**src/rtl/fetch_unit.sv**
```systemverilog
// Instruction-fetch control stage. Holds the PC, drives it to a combinational
// instruction memory, and registers the returned word with its PC into a
// single-entry output stage that decode drains over a valid/ready handshake.
// Execute can redirect the PC at any time; a redirect squashes the presented
// entry and suppresses the fetch in that cycle.
module fetch_unit #(
  parameter int              XLEN     = 32,
  parameter logic [XLEN-1:0] RESET_PC = '0,
  parameter int              PC_INC   = 4
) (
  input  logic            CLK,
  input  logic            RST,
  input  logic            FETCH_EN,
  output logic [XLEN-1:0] IMEM_ADDR,
  input  logic [XLEN-1:0] IMEM_RDATA,
  input  logic            REDIRECT_VALID,
  input  logic [XLEN-1:0] REDIRECT_PC,
  output logic [XLEN-1:0] INSTR_OUT,
  output logic [XLEN-1:0] PC_OUT,
  output logic            VALID_OUT,
  input  logic            READY_IN
);

  typedef enum logic {
    IDLE = 1'b0,
    RUN  = 1'b1
  } state_e;

  state_e          state_q, state_d;
  logic [XLEN-1:0] pc_q, pc_d;
  logic [XLEN-1:0] instr_q, instr_d;
  logic [XLEN-1:0] pc_out_q, pc_out_d;
  logic            valid_q, valid_d;

  logic            load;
  logic            xfer;
  logic [XLEN-1:0] redirect_tgt;
  logic [XLEN-1:0] pc_next_seq;

  // Redirect targets are word aligned; the low two bits carry no meaning.
  logic [1:0]      unused_redirect_lsbs;
  assign unused_redirect_lsbs = REDIRECT_PC[1:0];

  // The memory is addressed straight from the PC in every state.
  assign IMEM_ADDR = pc_q;

  assign INSTR_OUT = instr_q;
  assign PC_OUT    = pc_out_q;
  assign VALID_OUT = valid_q;

  // A fetch happens only while running, not on a redirect cycle, and only
  // when the output slot is empty or being drained this same edge.
  always_comb begin
    xfer         = valid_q && READY_IN;
    load         = (state_q == RUN) && FETCH_EN && !REDIRECT_VALID &&
                   (!valid_q || READY_IN);
    redirect_tgt = {REDIRECT_PC[XLEN-1:2], 2'b00};
    // Plain modular add: the top word address wraps back to zero.
    pc_next_seq  = pc_q + XLEN'(PC_INC);
  end

  // Next-state selection: redirect beats load beats transfer beats hold.
  always_comb begin
    state_d  = FETCH_EN ? RUN : IDLE;
    pc_d     = pc_q;
    instr_d  = instr_q;
    pc_out_d = pc_out_q;
    valid_d  = valid_q;

    if (REDIRECT_VALID) begin
      // Squash whatever is presented, transferred or not; no fetch this cycle.
      pc_d    = redirect_tgt;
      valid_d = 1'b0;
    end else if (load) begin
      instr_d  = IMEM_RDATA;
      pc_out_d = pc_q;
      valid_d  = 1'b1;
      pc_d     = pc_next_seq;
    end else if (xfer) begin
      // Consumer took the entry and nothing refills it; data fields hold.
      valid_d = 1'b0;
    end
  end

  // State register, including the IDLE/RUN FSM; reset clears everything.
  always_ff @(posedge CLK) begin
    if (RST) begin
      state_q  <= IDLE;
      pc_q     <= RESET_PC;
      instr_q  <= '0;
      pc_out_q <= '0;
      valid_q  <= 1'b0;
    end else begin
      state_q  <= state_d;
      pc_q     <= pc_d;
      instr_q  <= instr_d;
      pc_out_q <= pc_out_d;
      valid_q  <= valid_d;
    end
  end

endmodule

```
**config.mk**
```make
export PLATFORM = sky130hd
export DESIGN_NAME = fetch_unit
export DESIGN_NICKNAME = d
export VERILOG_FILES = /design/src/rtl/fetch_unit.sv
export SDC_FILE = /design/constraint.sdc
export NUM_CORES = 1
export LEC_CHECK = 0
export ABC_AREA = 1
export BUFFER_PORTS_ARGS = -buffer_cell sky130_fd_sc_hd__buf_2
export CAP_MARGIN = 10
export CORE_MARGIN = 8
export CORE_UTILIZATION = 32
export DETAILED_ROUTE_END_ITERATION = 8
export GPL_TIMING_DRIVEN = 0
export PLACE_DENSITY = 0.63
export SYNTH_ARGS = -nofsm -noshare
export SYNTH_HDL_FRONTEND = slang
export SYNTH_SLANG_ARGS = --single-unit
```
**constraint.sdc**
```tcl
create_clock -name CLK -period 1.3 [get_ports CLK]
set_input_delay 0 -clock CLK [delete_from_list [all_inputs] [get_ports CLK]]
set_output_delay 0 -clock CLK [all_outputs]
set_load 0.01 [all_outputs]
```
==> impl_metrics.ini <==
[status]
status = finished, violations left
violations = hold timing, setup timing

[worst_setup_path]
cp_top_family = simple AND/OR/NAND/NOR gates
reg2reg_from = IMEM_ADDR[3]
timing.reg2reg.setup_slack_ps = -170
crit_type = register to register
crit_chain = buf_6, nand2_1, nor2_4, nand2_4, nor2_4, nand2_1, nand3_1, nand3_1, nand2_1, inv_1
cp-start-kind = register
required_ps = 1550
crit_path_frequent_cell = nand2_1
setup.worst_path.start = IMEM_ADDR[3]
crit_fanout = 7
cp_slowest_cell = dfxtp_4
slowest_delay_ps = 380
end_kind = register
critPathArrivalTime_ps = 1720
worst-path-buf-inv = 2

[sta]
rsz0062_at_grt = true
hold_violations = 1
tightest_slew_ps = 608
setup_viol = 21
finalMaxSlewViolations = 0
whs_ps = -17.2
period_share = 1.13
fin_ws_ps = -167
fin_crit_ps = 1470
max_freq_mhz = 682
relSlewSlack = 0.595
skew_ps = 9.36
setup-tns-final_ps = -1610

[routing]
wl_per_cell_um = 15.8
drt_iter0_markers = 255
ant_nets = 0
vias = 5098
drt_wl_total_um = 16800
via_per_inst = 4.78
drc = 0
drt_pass1_iterations = 5

[logic_synthesis]
muxShareOfSynthArea = 0
synth.area.top_cells = dfxtp_1, nor2_1, nand2_1, o21ai_0, inv_1
ys_seq_elements = 94
synth_compound_area_frac = 0.130
syn_inst = 647
synth_cell_types = 30
avgSynthCellArea_um2 = 6.74
synthSimpleGateAreaFrac = 0.332
synth_top_family_by_area = simple AND/OR/NAND/NOR gates
yosysMostFrequentCell = nor2_1
synth_top_area_cell = dfxtp_1
synth_edf_count = 0
synth.top_cells.by_count = nor2_1, nand2_1, dfxtp_1, inv_1, o21ai_0
yosysTopAreaCellShare = 0.431
yosysWarnings = 0
syn_area_um2 = 4360
synth_top_flop_cell = dfxtp_1
synth.yosys.seq_area_share = 0.431
synthArstFlopShare = 0
synth_adder_area_share = 0.00287
synth_xor_area_frac = 0.00602

[floorplan]
dieArea_um2 = 17600
rows = 42
die_w_um = 133
boundaryPins = 166
core_area_um2 = 13300
initial_core_util = 0.328
die_y_um = 133

[worst_hold_path]
hold_start = FETCH_EN
hold_path.class = input port to register

[place]
place.gp.congestion = 0.868
portBuffers = 158
dpl.hpwl_um = 12000

[power_and_ir_drop]
powerDensity_nw_per_um2 = 1030
finalPower_uw = 6970
vdd_drop_max_mv = 0.655
leakage_uw = 0.00318

[global_routing]
grt_max_degree = 15
grt_pass1_vias = 5050
antenna_found_initial = 0
track_usage = 0.187
grt_pass1_wl_um = 26500
grt-ovfl-total = 0

[cts]
cts.path.max_buffers = 2
clock-sinks = 94
clkTransAtPathRegs_ps = 60
numCtsBuffers = 9
cts_tree = built
root_buffer = clkbuf_16
clk_latency_ps = 350
htreeDepth = 3

[final_layout]
drive_gt1_frac = 0.338
utilization = 0.508
area_delta_synth_final_pct = 54.7
nNetsFinal = 956
diodes = 0

[flow_run]
cap_violations = 0
worst register-to-register path, stage by stage, from the launching register on:
cell and delay, ps:
dfxtp_4 380, buf_6 110, nand2_1 80, nor2_4 150, nand2_4 90, nor2_4 250, nand2_1 90, nand3_1 70
nand3_1 60, nand2_1 60, inv_1 40
where the power goes:
group          leakage [µW]  internal, µW  switching (µW)
Combinational       0.00225           457             531
Sequential         0.000779          3000             114
Clock              0.000150          1740            1130
Total               0.00318          5200            1780
layer usage:
metal	vias to the layer above	share of wire	track usage
met3	29	0.085	0.0621
li1	2537	-	-
met4	0	0.019	0.0599
met5	-	0	0
met1	2305	0.43	0.220
met2	227	0.47	0.313
cells by family after synthesis:
group                      count (synthesis)
and+or+nand+nor                          344
AOI/OAI and AO/OA                        104
buffers and inverters                    100
DFF                                       94
xor gates and xnor gates                   3
adders and majority gates                  1
other                                      1
through the flow:
step / cell area (µm²) / std cells / setup WS (ps)
final: 6750 / 1067 / -167
after global routing: 6750 / 1067 / -261
after CTS: 6490 / 1062 / -161
after detailed placement: 5420 / 984 / -215
after global placement: 5420 / 984 / -215
after floorplan: 4410 / 650 / -29.5
cell usage in the layout (no fill, tap or decap), drive strengths merged, types with 4 or more instances in the layout:
| master | count |
|---|---|
| a211oi | 7 |
| a21oi | 22 |
| a31oi | 7 |
| buf | 196 |
| clkbuf | 30 |
| conb | 4 |
| dfxtp | 94 |
| dlygate4sd3 | 46 |
| inv | 66 |
| nand2 | 125 |
| nand3 | 38 |
| nand3b | 4 |
| nand4 | 5 |
| nor2 | 160 |
| nor3 | 11 |
| o21ai | 61 |
flip-flops by register name, indices dropped and copies added (netlist names):
signal / flops
INSTR_OUT: 32
IMEM_ADDR: 30
PC_OUT: 30
VALID_OUT: 1
state_q: 1
final cells by class:
cell class / instances / area (µm²)
clock buffers: 13 / 250
inverters: 66 / 258
clock inverters: 3 / 67.6
plain buffers: 34 / 264
well taps: 176 / 220
fillers: 1324 / 6550
repair buffers: 225 / 1430
flip-flops and latches: 94 / 1940
multi-input cells: 456 / 2320
path summary, 6_finish.rpt:
path / depth (start not counted) / to
setup / recovery: 10 / IMEM_ADDR[19]
setup reg to reg: 10 / IMEM_ADDR[19]
hold / removal: 3 / VALID_OUT
hold reg to reg: 2 / PC_OUT[25]
timing repair:
item                       CTS  global route
hold buffers                46             1
cloned                       0             2
setup buffers               16             3
resized for setup           71            97
setup endpoints to repair   67            93
hold endpoints to repair    46             1
pin swaps                   19            18
No activity file was read; power rests on OpenSTA's default activity.
